## src/rtl/led_ctrl_pkg.sv

```systemverilog
// Shared definitions for the LED controller: register offsets, display modes,
// bus handshake states and the single-step rotate helper used by the pattern engine.
package led_ctrl_pkg;

    // Register offsets within the 4-word block (bus_addr[1:0]).
    localparam logic [1:0] OfsData = 2'd0;
    localparam logic [1:0] OfsCtrl = 2'd1;
    localparam logic [1:0] OfsDiv  = 2'd2;
    localparam logic [1:0] OfsStat = 2'd3;

    // Reset value of the tick divider register.
    localparam logic [15:0] DivReset = 16'h00FF;

    // Display modes held in CTRL[1:0].
    typedef enum logic [1:0] {
        ModeStatic = 2'd0,
        ModeBlink  = 2'd1,
        ModeRotL   = 2'd2,
        ModeRotR   = 2'd3
    } led_mode_e;

    // Bus handshake: one accept cycle followed by one ack cycle.
    typedef enum logic {
        StIdle = 1'b0,
        StAck  = 1'b1
    } bus_state_e;

    // Rotate a 16-bit pattern by one position; bit 15 and bit 0 wrap into each other.
    function automatic logic [15:0] rot1(input logic [15:0] v, input logic left);
        logic [15:0] r;
        if (left) begin
            r = {v[14:0], v[15]};
        end else begin
            r = {v[0], v[15:1]};
        end
        return r;
    endfunction

endpackage

```

## src/rtl/led_tick_gen.sv

```systemverilog
// Programmable tick generator for the LED controller.
// A free-running prescaler of 2^TICK_PRE cycles advances a divider counter on each wrap;
// tick pulses for one cycle on the prescaler wrap where the divider count has reached div,
// and the divider count then restarts from zero.
// Ports:
//   clk  - system clock, rising edge
//   rst  - asynchronous active-low reset
//   clr  - synchronous clear of both counters (takes priority over counting)
//   div  - divider setting; tick period = (div+1) * 2^TICK_PRE cycles
//   tick - one-cycle tick pulse
module led_tick_gen #(
    parameter int unsigned TICK_PRE = 16
) (
    input  logic        clk,
    input  logic        rst,
    input  logic        clr,
    input  logic [15:0] div,
    output logic        tick
);

    localparam logic [TICK_PRE-1:0] PreOne = TICK_PRE'(1);

    logic [TICK_PRE-1:0] pre_q, pre_d;
    logic [15:0]         div_cnt_q, div_cnt_d;
    logic                pre_wrap;

    always_comb begin
        pre_wrap  = &pre_q;
        // >= rather than == so that lowering div below the running count ticks at the
        // next prescaler wrap instead of waiting for the 16-bit counter to roll over.
        tick      = pre_wrap && (div_cnt_q >= div);
        pre_d     = pre_q + PreOne;
        div_cnt_d = div_cnt_q;
        if (pre_wrap) begin
            div_cnt_d = tick ? 16'd0 : div_cnt_q + 16'd1;
        end
        if (clr) begin
            pre_d     = '0;
            div_cnt_d = 16'd0;
        end
    end

    always_ff @(posedge clk or negedge rst) begin
        if (!rst) begin
            pre_q     <= '0;
            div_cnt_q <= 16'd0;
        end else begin
            pre_q     <= pre_d;
            div_cnt_q <= div_cnt_d;
        end
    end

endmodule

```

## src/rtl/led_ctrl.sv

```systemverilog
// Memory-mapped LED peripheral. Decodes a 4-word register block on the CPU data bus,
// holds the DATA/CTRL/DIV registers and drives a registered display pattern that is
// static, blinking or rotating (marquee) at the rate of the tick generator.
// Ports:
//   clk       - system clock, rising edge
//   rst       - asynchronous active-low reset
//   bus_en    - access request
//   bus_we    - 1 = write, 0 = read (qualified by bus_en)
//   bus_addr  - word address; block decodes BASE_ADDR[15:2]
//   bus_wdata - write data
//   bus_rdata - read data, valid while bus_ack = 1 (holds otherwise)
//   bus_ack   - one-cycle completion pulse, the cycle after an accepted access
//   led_data  - registered display pattern
module led_ctrl
    import led_ctrl_pkg::*;
#(
    parameter logic [15:0] BASE_ADDR = 16'hBF20,
    parameter int unsigned TICK_PRE  = 16,
    parameter logic [15:0] RESET_PAT = 16'h0000
) (
    input  logic        clk,
    input  logic        rst,
    input  logic        bus_en,
    input  logic        bus_we,
    input  logic [15:0] bus_addr,
    input  logic [15:0] bus_wdata,
    output logic [15:0] bus_rdata,
    output logic        bus_ack,
    output logic [15:0] led_data
);

    bus_state_e  state_q, state_d;
    logic [15:0] data_q, data_d;
    led_mode_e   mode_q, mode_d;
    logic [15:0] div_q, div_d;
    logic [15:0] work_q, work_d;
    logic        phase_q, phase_d;
    logic [15:0] rdata_q, rdata_d;
    logic [15:0] led_q, led_d;

    logic        hit;
    logic        accept;
    logic        wr;
    logic        rd;
    logic [1:0]  ofs;
    logic        restart;
    logic        clr;
    logic        tick;

    led_tick_gen #(
        .TICK_PRE (TICK_PRE)
    ) u_tick_gen (
        .clk  (clk),
        .rst  (rst),
        .clr  (clr),
        .div  (div_q),
        .tick (tick)
    );

    // Decode and bus handshake.
    always_comb begin
        hit     = (bus_addr[15:2] == BASE_ADDR[15:2]);
        // No new access while the previous one is being acked, so held requests complete
        // every second cycle.
        accept  = bus_en && hit && (state_q == StIdle);
        wr      = accept && bus_we;
        rd      = accept && !bus_we;
        ofs     = bus_addr[1:0];

        state_d = state_q;
        unique case (state_q)
            StIdle: if (accept) state_d = StAck;
            StAck:  state_d = StIdle;
            default: state_d = StIdle;
        endcase
    end

    // Register writes, read capture and pattern engine.
    always_comb begin
        data_d  = data_q;
        mode_d  = mode_q;
        div_d   = div_q;
        work_d  = work_q;
        phase_d = phase_q;
        rdata_d = rdata_q;
        restart = 1'b0;
        clr     = 1'b0;

        if (wr) begin
            case (ofs)
                OfsData: begin
                    data_d  = bus_wdata;
                    restart = 1'b1;
                end
                OfsCtrl: begin
                    mode_d  = led_mode_e'(bus_wdata[1:0]);
                    restart = 1'b1;
                end
                OfsDiv: begin
                    div_d = bus_wdata;
                    clr   = 1'b1;
                end
                default: ; // STAT is read-only; the write is acked and dropped
            endcase
        end

        if (rd) begin
            case (ofs)
                OfsData: rdata_d = data_q;
                OfsCtrl: rdata_d = {14'd0, mode_q};
                OfsDiv:  rdata_d = div_q;
                default: rdata_d = led_q;
            endcase
        end

        if (restart) begin
            // Reload from the value being written so a DATA write is visible immediately.
            work_d  = data_d;
            phase_d = 1'b1;
            clr     = 1'b1;
        end else if (tick && !clr) begin
            // A tick coinciding with a counter-clearing write is dropped.
            unique case (mode_q)
                ModeStatic: ;
                ModeBlink:  phase_d = !phase_q;
                ModeRotL:   work_d  = rot1(work_q, 1'b1);
                ModeRotR:   work_d  = rot1(work_q, 1'b0);
                default:    ;
            endcase
        end

        unique case (mode_q)
            ModeStatic: led_d = data_q;
            ModeBlink:  led_d = phase_q ? data_q : 16'h0000;
            ModeRotL:   led_d = work_q;
            ModeRotR:   led_d = work_q;
            default:    led_d = data_q;
        endcase
    end

    always_ff @(posedge clk or negedge rst) begin
        if (!rst) begin
            state_q <= StIdle;
            data_q  <= RESET_PAT;
            mode_q  <= ModeStatic;
            div_q   <= DivReset;
            work_q  <= RESET_PAT;
            phase_q <= 1'b1;
            rdata_q <= 16'h0000;
            led_q   <= 16'h0000;
        end else begin
            state_q <= state_d;
            data_q  <= data_d;
            mode_q  <= mode_d;
            div_q   <= div_d;
            work_q  <= work_d;
            phase_q <= phase_d;
            rdata_q <= rdata_d;
            led_q   <= led_d;
        end
    end

    assign bus_ack   = (state_q == StAck);
    assign bus_rdata = rdata_q;
    assign led_data  = led_q;

endmodule

```

## config.mk

```make
export PLATFORM = sky130hd
export DESIGN_NAME = led_ctrl
export DESIGN_NICKNAME = d
export VERILOG_FILES = /design/src/rtl/led_ctrl_pkg.sv /design/src/rtl/led_tick_gen.sv /design/src/rtl/led_ctrl.sv
export SDC_FILE = /design/constraint.sdc
export NUM_CORES = 1
export LEC_CHECK = 0
export CORE_ASPECT_RATIO = 1.2
export CORE_UTILIZATION = 57
export CTS_CLUSTER_SIZE = 24
export DETAILED_ROUTE_END_ITERATION = 16
export MAX_ROUTING_LAYER = met4
export PLACE_DENSITY = 0.81
export SYNTH_ARGS = -nofsm -noshare
export SYNTH_HDL_FRONTEND = slang
export SYNTH_SLANG_ARGS = --single-unit
```

## constraint.sdc

```tcl
create_clock -name clk -period 2.6 [get_ports clk]
set_input_delay 0.52 -clock clk [delete_from_list [all_inputs] [get_ports clk]]
set_output_delay 0.52 -clock clk [all_outputs]
set_load 0.02 [all_outputs]
```

Word level (Yosys, flattened, before mapping). Index checks and enable logic that the tools add are counted. W data, S select, Z words.

Bits in registers: 116. Latch bits: 0. Bits in writable memories: 0. Bits in read-only memories: 0. Input bits: 36. Output and inout bits: 33. Logic and storage cells: 64. Memories kept: 0.

$add $sub $neg: 2. Multipliers: 0. Divide/modulo/power cells: 0. $lt $le $gt $ge: 1. Equal/unequal tests: 6. Shift operators: 0. Multiplexer cells: 22. Bitwise gates (word level): 1. Reduce and logical (&&, ||, !) cells: 22.

Operator list (number): $mux W16 (9); $pmux W16 S3 (2); $add A16 B1 Y16 const B (2); $pmux W16 S2 (1); $ge A16 B16 Y1 (1); $reduce_and A16 Y1 (1); $eq A14 B14 Y1 const B (1); $mux W1 (9); $reduce_and A2 Y1 (4); $eq A2 B2 Y1 const B (3); $logic_and A1 B1 Y1 (6); $reduce_bool A2 Y1 (3); $eq A2 B1 Y1 const B (2); $logic_not A2 Y1 (2); $reduce_or A2 Y1 (2); $logic_not A1 Y1 (3); $reduce_bool A3 Y1 (1); $pmux W1 S2 (1); $not A1 Y1 (1).

Longest topological paths before layout. Gate-level depths: netlist of the first run.

Word-level depth: 9. Depth in mapped cells: 9. Depth with buffers taken out: 8.

Hierarchy. Synthesis of the first run repeated with hierarchy kept, for this count alone.

Cells, all modules: 558. Area, all modules: 5958.2 sq um.

By module, submodules not included: led_ctrl (instances 1, cells each 338, area each 3960.0 sq um, sequential area each 2113.3 sq um); led_tick_gen (instances 1, cells each 220, area each 1998.2 sq um, sequential area each 800.8 sq um).

Worst setup path before layout of the first run. OpenSTA, ideal clock, no wires.

Path type: reg-to-reg. Start: register div_q[2]. End: register u_tick_gen.div_cnt_q[10]. Library setup time: 72 ps. Arrival time: 2084 ps. Data required time: 2528 ps. Slack: 444 ps. Stages on the path, launching flop included: 10. Path buffers: 1. Clock period less this slack: 2156 ps. Path through: dfstp_2 inv_1 ha_1 a211oi_1 o21ai_0 a41oi_1 o21ai_2 buf_2 a22o_1 nor2_1.

Word-level cells in the longest chain between the ends: 5.

Ends and longest elaborated chain: from (decl) (line led_ctrl.sv:35) `logic [15:0] div_q, div_d;`; from (signal assigned) (line led_ctrl.sv:146) `div_q <= DivReset;`; from (signal assigned) (line led_ctrl.sv:155) `div_q <= div_d;`; $ge A16 B16 Y1 (line led_tick_gen.sv:31) `tick = pre_wrap && (div_cnt_q >= div);`; $logic_and A1 B1 Y1 (line led_tick_gen.sv:31); $mux W16 (line led_tick_gen.sv:35) `div_cnt_d = tick ? 16'd0 : div_cnt_q + 16'd1;`; $mux W16 (line led_tick_gen.sv:34) `if (pre_wrap) begin`; $mux W16 (line led_tick_gen.sv:37) `if (clr) begin`; to (signal assigned) (line led_tick_gen.sv:49) `div_cnt_q <= div_cnt_d;`; to (decl) (line led_tick_gen.sv:24) `logic [15:0] div_cnt_q, div_cnt_d;`.

Every way passes these cells. The select of a mux whose other input is x is not followed. A chain may end at the register's enable or synchronous reset.

Worst setup path after layout of the first run.
Start: register div_q[2]. End: register work_q[4].

Word-level cells in the longest chain between the ends: 5.

Ends and longest elaborated chain: $ge A16 B16 Y1 (line led_tick_gen.sv:31); $logic_and A1 B1 Y1 (line led_tick_gen.sv:31); $logic_and A1 B1 Y1 (line led_ctrl.sv:121) `end else if (tick && !clr) begin`; $reduce_bool A2 Y1 (no source line); $reduce_and A2 Y1 (no source line); to (signal assigned) (line led_ctrl.sv:156) `work_q <= work_d;`; to (decl) (line led_ctrl.sv:36) `logic [15:0] work_q, work_d;`.

Every way passes these cells.

==> summary.md, run 1 <==
| Metric | Value |
|---|---|
| Crit path required time | `2.93 ns` |
| Count of final setup violators | `0` |
| Tmin final | `2.422 ns` |
| Post-Syn Area | `around 6100 sq um` |
| RR Startpoint | `div_q[2]$_DFFE_PN1P_` |
| Drt pass-1 iters | `5` |
| # port buffers | `68` |
| Largest family of logic cells by synthesized area | `compound AO/OA/AOI/OAI gates` |
| Post-synth EDFFs | `0` |
| CP cell instances | `inv_1, ha_1, a211oi_1, o21ai_0, a41oi_2, o21ai_4, buf_12, a41o_1, o22ai_1` |
| DR WL met3 | `864 um` |
| Core area | `10210 sq um` |
| Clock Tree Buf Depth | `2` |
| GPL Wtd Cong | `~0.85` |
| Fmax | `412.8 MHz` |
| Slew margin rel. | `about 6.8%` |
| Met1 WL | `6192 um` |
| CP max-delay cell | `dfstp_2` |
| Fin. max-slew vios | `0` |
| Die width | `96.27 um` |
| Final Non-Filler Cells | `between 700 and 800` |
| Final hold vios | `0` |
| TritonCTS sink count | `116` |
| Status | `completed` |
| Clock-pin slew on the worst setup and hold paths | `0.06 ns` |
| Area grow syn2layout | `25.13%` |
| Compound-Gate Fraction of Synth Area | `16.57%` |
| R2R Path End | `work_q[4]$_DFFE_PN0P_` |
| FP Rows | `40` |
| Mean Syn Cell Area | `10.80 sq um` |
| Worst Path Max Fanout | `32` |
| Synth cell types | `56` |
| Total of max-cap violations | `0` |
| Post-Synth XOR/XNOR Area | `roughly 3%` |
| Tot Pwr | `about 4.4 mW` |
| Die area | `11080 sq um` |
| Routed Antenna Nets | `0` |
| Initial antenna violation count | `0` |
| Pin count of the biggest net entering global routing | `72` |
| Synth Area in Simple Gates | `roughly an eighth` |
| Post-Syn Instances | `between 500 and 600` |
| Layout cell share with drive strength beyond 1 | `17.86%` |
| Critical path's largest stage delay | `0.53 ns` |
| TritonCTS buffer count | `17` |
| CTS tree | `yes` |
| First-pass GRT wire length | `25140 um` |
| Fin crit share | `93.17%` |
| Vias/cell | `6.414` |
| Cell Area, Placed | `6935 sq um` |
| RSZ-0062 raised after global routing | `false` |
| I/O Pins | `69` |
| 1st-iter DRT viols | `275` |
| DR WL/cell | `20.19 um` |
| Initial core utilization | `roughly 60%` |
| Post-DP HPWL | `10180 um` |
| Clk_lat worst skew | `0.42 ns` |
| Highest Signal Layer | `met4` |
| Peak VDD IR | `0.0004579 V` |
| Top cell type's share of synthesized area | `44.05%` |
| Ys async rst share | `100.0%` |
| Number of global-route vias before repair | `~5000` |
| # placed instances | `around 740` |
| Layout Nets | `around 700` |
| Sequential fraction of the synthesis area | `47.94%` |
| Fin Setup TNS | `0 ns` |
| Main flop type after synthesis | `dfrtp_1` |
| Worst-margin pin slew | `1.393 ns` |
| Reg2Reg Setup Slack | `between 0.15 and 0.2 ns` |
| CTS H-tree lvls | `4` |
| Lkg Pwr | `around 3.6 nW` |
| Final WL | `between 15000 and 20000 um` |
| Cell area after layout | `7606 sq um` |
| Yosys reg bits | `116` |
| Grt ovf | `0` |
| Mapped Nets | `617` |
| Worst Path Arrival | `2.75 ns` |
| Dominant cell type by area after synthesis | `dfrtp_1` |
| Crit Path Category | `reg -> reg` |
| Crit path launch type | `register` |
| ANT cells | `0` |
| Root buf cell | `clkbuf_16` |
| Die height | `115.1 um` |
| Top post-synthesis cells by area | `dfrtp_1 44%, mux2_2 6.3%, mux2i_1 5.4%` |
| Met2 WL | `8302 um` |
| Vias | `5009` |
| Synthesis Warnings | `0` |
| CP endpoint kind | `register` |
| Hold WC Path Type | `in -> async` |
| FF-to-FF path depth | `9` |
| DRC | `0` |
| Adder-Cell Fraction of Synth Area | `3.705%` |
| GRT Overall Usage | `31.41%` |
| Power Dens Cells | `584.1 nW/um^2` |
| Mux cell area share after synthesis | `12.84%` |
| Clk_skew | `about 0.0074 ns` |
-- Yosys cell counts (3+ instances only) --
| cell | count |
|---|---|
| and2_1 | 4 |
| a21oi_1 | 24 |
| a41o_1 | 10 |
| nor3_1 | 3 |
| mux2i_1 | 33 |
| and4_1 | 5 |
| a32o_1 | 6 |
| clkbuf_1 | 16 |
| a22oi_1 | 14 |
| buf_1 | 3 |
| o21ai_0 | 40 |
| nand2_1 | 43 |
| and3_1 | 9 |
| nor2b_1 | 3 |
| xnor2_1 | 6 |
| nor2_1 | 33 |
| inv_1 | 22 |
| xor2_1 | 15 |
| nor3b_1 | 5 |
| o22ai_1 | 16 |
| nand3_1 | 10 |
| o2111ai_1 | 5 |
| dfstp_2 | 9 |
| ha_1 | 18 |
| nand4_1 | 6 |
| a31o_1 | 4 |
| dfrtp_1 | 107 |
| mux2_2 | 34 |
| buf_2 | 12 |
| a22o_1 | 17 |
-- final cells by class --
class | instances | area [sq um]
multi-input combinational | 390 | 2928
fill | 662 | 2604
timing repair buffer | 95 | 915.9
inverter | 22 | 82.58
clock buffer | 17 | 425.4
sequential | 116 | 2914
tap | 126 | 157.7
clock inverter | 15 | 182.7
-- worst max-delay path, delay by kind of cell, from the launching register on --
| family | cells | cell delay (ns) |
|---|---|---|
| AO/OA/AOI/OAI | 6 | 1.18 |
| adder cells (fa/ha/maj) | 1 | 0.32 |
| buffers and inverters | 2 | 0.30 |
| flip-flops | 1 | 0.53 |
-- flip-flops by register name (all words and copies together), names as in the netlist --
signal / flops
u_tick_gen.div_cnt_q: 16
bus_ack: 1
phase_q: 1
div_q: 16
u_tick_gen.pre_q: 16
bus_rdata: 16
mode_q: 2
data_q: 16
led_data: 16
work_q: 16
-- metrics by stage --
step	utilization, %	hold slack (ns)	setup slack, ns
6_report	74.50	0.4714	0.1777
5_1_grt	74.50	0.5038	0.06916
4_1_cts	74.13	0.4658	0.06319
3_5_place_dp	67.93	0.3658	-0.06306
3_3_place_gp	67.93	0.3644	0.004985
2_1_floorplan	-	0.2244	0.4440
-- how the worst max path moves through the flow --
stage / start / endpoint / cells after the start
global route: div_q[2]$_DFFE_PN1P_ / work_q[5]$_DFFE_PN0P_ / 9
CTS: div_q[2]$_DFFE_PN1P_ / work_q[5]$_DFFE_PN0P_ / 9
finish: div_q[2]$_DFFE_PN1P_ / work_q[4]$_DFFE_PN0P_ / 9
global placement: bus_addr[1] / bus_rdata[15]$_DFFE_PN0P_ / 5
floorplan: div_q[2]$_DFFE_PN1P_ / u_tick_gen.div_cnt_q[10]$_DFFE_PN0P_ / 9
detailed placement: bus_addr[1] / bus_rdata[3]$_DFFE_PN0P_ / 5
-- per-layer routing --
metal  vias up  GRT usage [%]
li1       2249              -
met1      2537          37.03
met2       180          51.06
met3        43          7.077
met4         0          13.83
met5         -              -
-- cells by family (layout without fill, tap and decap cells) --
group                      Yosys count  count (layout)
xor gates and xnor gates            21              21
and+or+nand+nor                    133             133
muxes                               71              71
DFF                                116             116
buffers and inverters               57             149
AOI/OAI and AO/OA                  147             147
adders and majority gates           18              18
-- cell usage in the layout, fill, tap and decap left out, types with 4 or more instances in the layout --
cell,synthesis,final
a21oi_1,24,24
mux2_2,34,34
xor2_1,15,15
buf_4,2,24
nor2_1,33,33
clkinv_4,0,4
xnor2_1,6,6
a22o_1,17,17
ha_1,18,18
o22ai_1,16,16
dfstp_2,9,9
and2_1,4,4
mux2i_1,33,33
dfrtp_1,107,107
a22oi_1,14,14
and4_1,5,5
clkbuf_16,0,17
a31o_1,4,4
a32o_1,6,6
and3_1,9,9
clkinvlp_4,0,4
a41o_1,10,10
o2111ai_1,5,5
o21ai_0,40,40
nor3b_1,5,5
nand2_1,43,43
nand3_1,10,10
inv_1,22,22
nand4_1,6,6
clkdlybuf4s50_1,0,66
-- repair_timing --
| item | CTS | global route |
|---|---|---|
| hold buffers | 1 | 0 |
| endpoints found under the hold margin | 9 | 0 |
| setup buffers | 0 | 5 |
| endpoints found under the setup margin | 3 | 21 |
| pin swaps | 0 | 2 |
| resized for setup | 2 | 0 |
-- where the power goes --
part | total [mW] | switching (mW) | leakage (nW) | internal [mW]
Combinational | 0.200 | 0.111 | 1.73 | 0.0892
Sequential | 1.85 | 0.0189 | 1.57 | 1.83
Clock | 2.39 | 0.884 | 0.286 | 1.51
Total | 4.44 | 1.01 | 3.59 | 3.43
No activity file was read; power rests on OpenSTA's default activity.
==> run 2, diff against run 1 <==
- CAP_MARGIN: unset -> 10
- clock period: 2.6 -> 2.4 ns (I/O delays scaled with it)
==> summary.md, run 2 (synthesized netlist as in run 1, its figures left out) <==
| Metric | Value |
|---|---|
| Clock Tree Buf Depth | `2 (unchanged)` |
| Fmax | `423.3 MHz (+2.5%)` |
| Clk_lat worst skew | `0.42 ns (about the same)` |
| Final hold vios | `0 (unchanged)` |
| Vias/cell | `6.413 (about the same)` |
| Routed Antenna Nets | `0 (unchanged)` |
| TritonCTS sink count | `116 (unchanged)` |
| ANT cells | `0 (unchanged)` |
| GRT Overall Usage | `31.52% (+0.11 points)` |
| Post-DP HPWL | `10390 um (+2.1%)` |
| Total of max-cap violations | `0 (unchanged)` |
| Fin. max-slew vios | `0 (unchanged)` |
| Number of global-route vias before repair | `5048 (+0.079%)` |
| CTS tree | `yes` |
| Die height | `115.1 um (unchanged)` |
| Worst-margin pin slew | `0.5770 ns (-0.8162 ns)` |
| Die width | `96.27 um (unchanged)` |
| Commonest cells after routing, fill and taps aside | `107 x dfrtp_1, 66 x clkdlybuf4s50_1, 43 x nand2_1, 37 x o21ai_0, 34 x mux2_2` |
| Status | `completed` |
| Worst Path Arrival | `2.66 ns (-0.09 ns)` |
| Crit path launch type | `register` |
| Layout cell share with drive strength beyond 1 | `19.88% (+2.0 points)` |
| Drt pass-1 iters | `5 (unchanged)` |
| Crit path required time | `2.70 ns (-0.23 ns)` |
| TritonCTS buffer count | `17 (unchanged)` |
| Crit Path Category | `reg -> reg` |
| Lkg Pwr | `3.676 nW (+2.5%)` |
| Count of final setup violators | `0 (unchanged)` |
| Power Dens Cells | `631.0 nW/um^2 (+8.0%)` |
| Fin crit share | `98.44% (+5.3 points)` |
| Die area | `11080 sq um (unchanged)` |
| Tmin final | `2.363 ns (-0.05969 ns)` |
| Clock share of power | `54.7% (+0.8 points)` |
| Final core utilization | `76.25% (+1.8 points)` |
| Pin count of the biggest net entering global routing | `45 (-38%)` |
| Area grow syn2layout | `28.08%` |
| Slew margin rel. | `61.54% (+55 points)` |
| Switching power | `1.087 mW (+7.2%)` |
| Vias | `5034 (+0.50%)` |
| Clk_skew | `0.009265 ns (+0.001848 ns)` |
| 1st-iter DRT viols | `331 (+20%)` |
| Cell internal pwr | `3.825 mW (+12%)` |
| FP Rows | `40 (unchanged)` |
| Combinational power share | `4.5% (about the same)` |
| Tot Pwr | `4.912 mW (+11%)` |
| Cell area after layout | `7785 sq um (+2.4%)` |
| Root buf cell | `clkbuf_16` |
| DR WL/cell | `20.32 um (+0.65%)` |
| Register share of total power | `40.8% (-0.8 points)` |
| Peak VDD IR | `0.0004460 V (-2.6%)` |
| WHS | `0.05944 ns (-0.4119 ns)` |
| Commonest non-fill, non-tap cell in the layout | `dfrtp_1` |
| Core area | `10210 sq um (unchanged)` |
| Initial core utilization | `59.53% (unchanged)` |
| Cell Area, Placed | `7018 sq um (+1.2%)` |
| CTS H-tree lvls | `4 (unchanged)` |
| Clock-pin slew on the worst setup and hold paths | `0.06 ns (about the same)` |
| Hold WC Path Type | `in -> async` |
| GPL Wtd Cong | `0.8215 (-3.7%)` |
| # port buffers | `68 (unchanged)` |
| I/O Pins | `69 (unchanged)` |
| First-pass GRT wire length | `25400 um (+1.0%)` |
| Fin Setup TNS | `0 ns (unchanged)` |
| Final WL | `15950 um (+1.2%)` |
| CP endpoint kind | `register` |
| Grt ovf | `0 (unchanged)` |
| Initial antenna violation count | `0 (unchanged)` |
| RR Startpoint | `div_q[5]$_DFFE_PN1P_` |
| DRC | `0 (unchanged)` |
| Switching Share | `22.13% (-0.70 points)` |
| Layout Nets | `700 (+0.57%)` |
| Worst Path Max Fanout | `7 (-78%)` |
| Critical Path Start | `div_q[5]$_DFFE_PN1P_` |
-- run 2: layout make-up --
type	instances	area, sq um
clock buffers	17	425.4
clock inverters	15	206.4
fillers	662	2425
inverters	22	82.58
multi-input cells	390	2979
flip-flops and latches	116	2914
well taps	126	157.7
repair buffers	99	1020
-- run 2: stage by stage --
stage          setup WS [ns]  instances
3_3_place_gp         -0.1645        749
5_1_grt             -0.03911        785
6_report             0.03738        785
2_1_floorplan         0.2440        563
3_5_place_dp         -0.2902        749
4_1_cts              0.04280        781
-- run 2: metal layers --
layer / GRT usage (%) / vias to the layer above / part of all wire [%]
li1: - / 2249 / -
met5: - / - / 0
met4: 12.64 / 0 / 2.7
met2: 51.49 / 240 / 52
met3: 7.011 / 38 / 6.7
met1: 37.54 / 2507 / 38
-- run 2: power by group through the flow --
| stage | clock (mW) | combinational, mW | sequential, mW |
|---|---|---|---|
| floorplan | 0 | 0.0784 | 2.03 |
| global placement | 0 | 0.213 | 2.03 |
| detailed placement | 0 | 0.218 | 2.04 |
| CTS | 2.70 | 0.220 | 2.00 |
| global route | 2.80 | 0.243 | 2.01 |
| finish | 2.69 | 0.221 | 2.00 |
-- run 2: what timing repair did --
| item | 4_1_cts | 5_1_grt |
|---|---|---|
| endpoints found under the hold margin | 0 | 0 |
| gates cloned | 0 | 2 |
| gates resized for setup | 3 | 11 |
| hold buffers | 0 | 0 |
| endpoints found under the setup margin | 29 | 26 |
| pin swaps | 1 | 5 |
| buffers inserted | 0 | 1 |
-- run 2: critical path, cell delays in order, from the launching register on --
cell       delay (ns)
dfstp_2          0.53
inv_1            0.10
ha_4             0.29
a21oi_1          0.07
o21ai_1          0.21
a41oi_2          0.09
o21ai_4          0.38
clkbuf_16        0.23
o21ai_0          0.08
a32o_1           0.27
-- run 2: worst paths after layout --
path / depth (start not counted) / slack, ns / to
setup / recovery: 9 / 0.04 / u_tick_gen.div_cnt_q[4]$_DFFE_PN0P_
setup reg to reg: 9 / 0.04 / u_tick_gen.div_cnt_q[4]$_DFFE_PN0P_
max in group asynchronous: 2 / 1.68 / div_q[1]$_DFFE_PN1P_
hold reg to reg: 2 / 0.48 / bus_rdata[12]$_DFFE_PN0P_
hold / removal: 1 / 0.06 / bus_rdata[15]$_DFFE_PN0P_
min in group clk: 2 / 0.48 / bus_rdata[12]$_DFFE_PN0P_
==> run 3, diff against run 2 <==
- CTS_CLUSTER_DIAMETER: unset -> 100
==> results of run 3 <==
Final layout, timing and power as in run 2 (identical DEF).
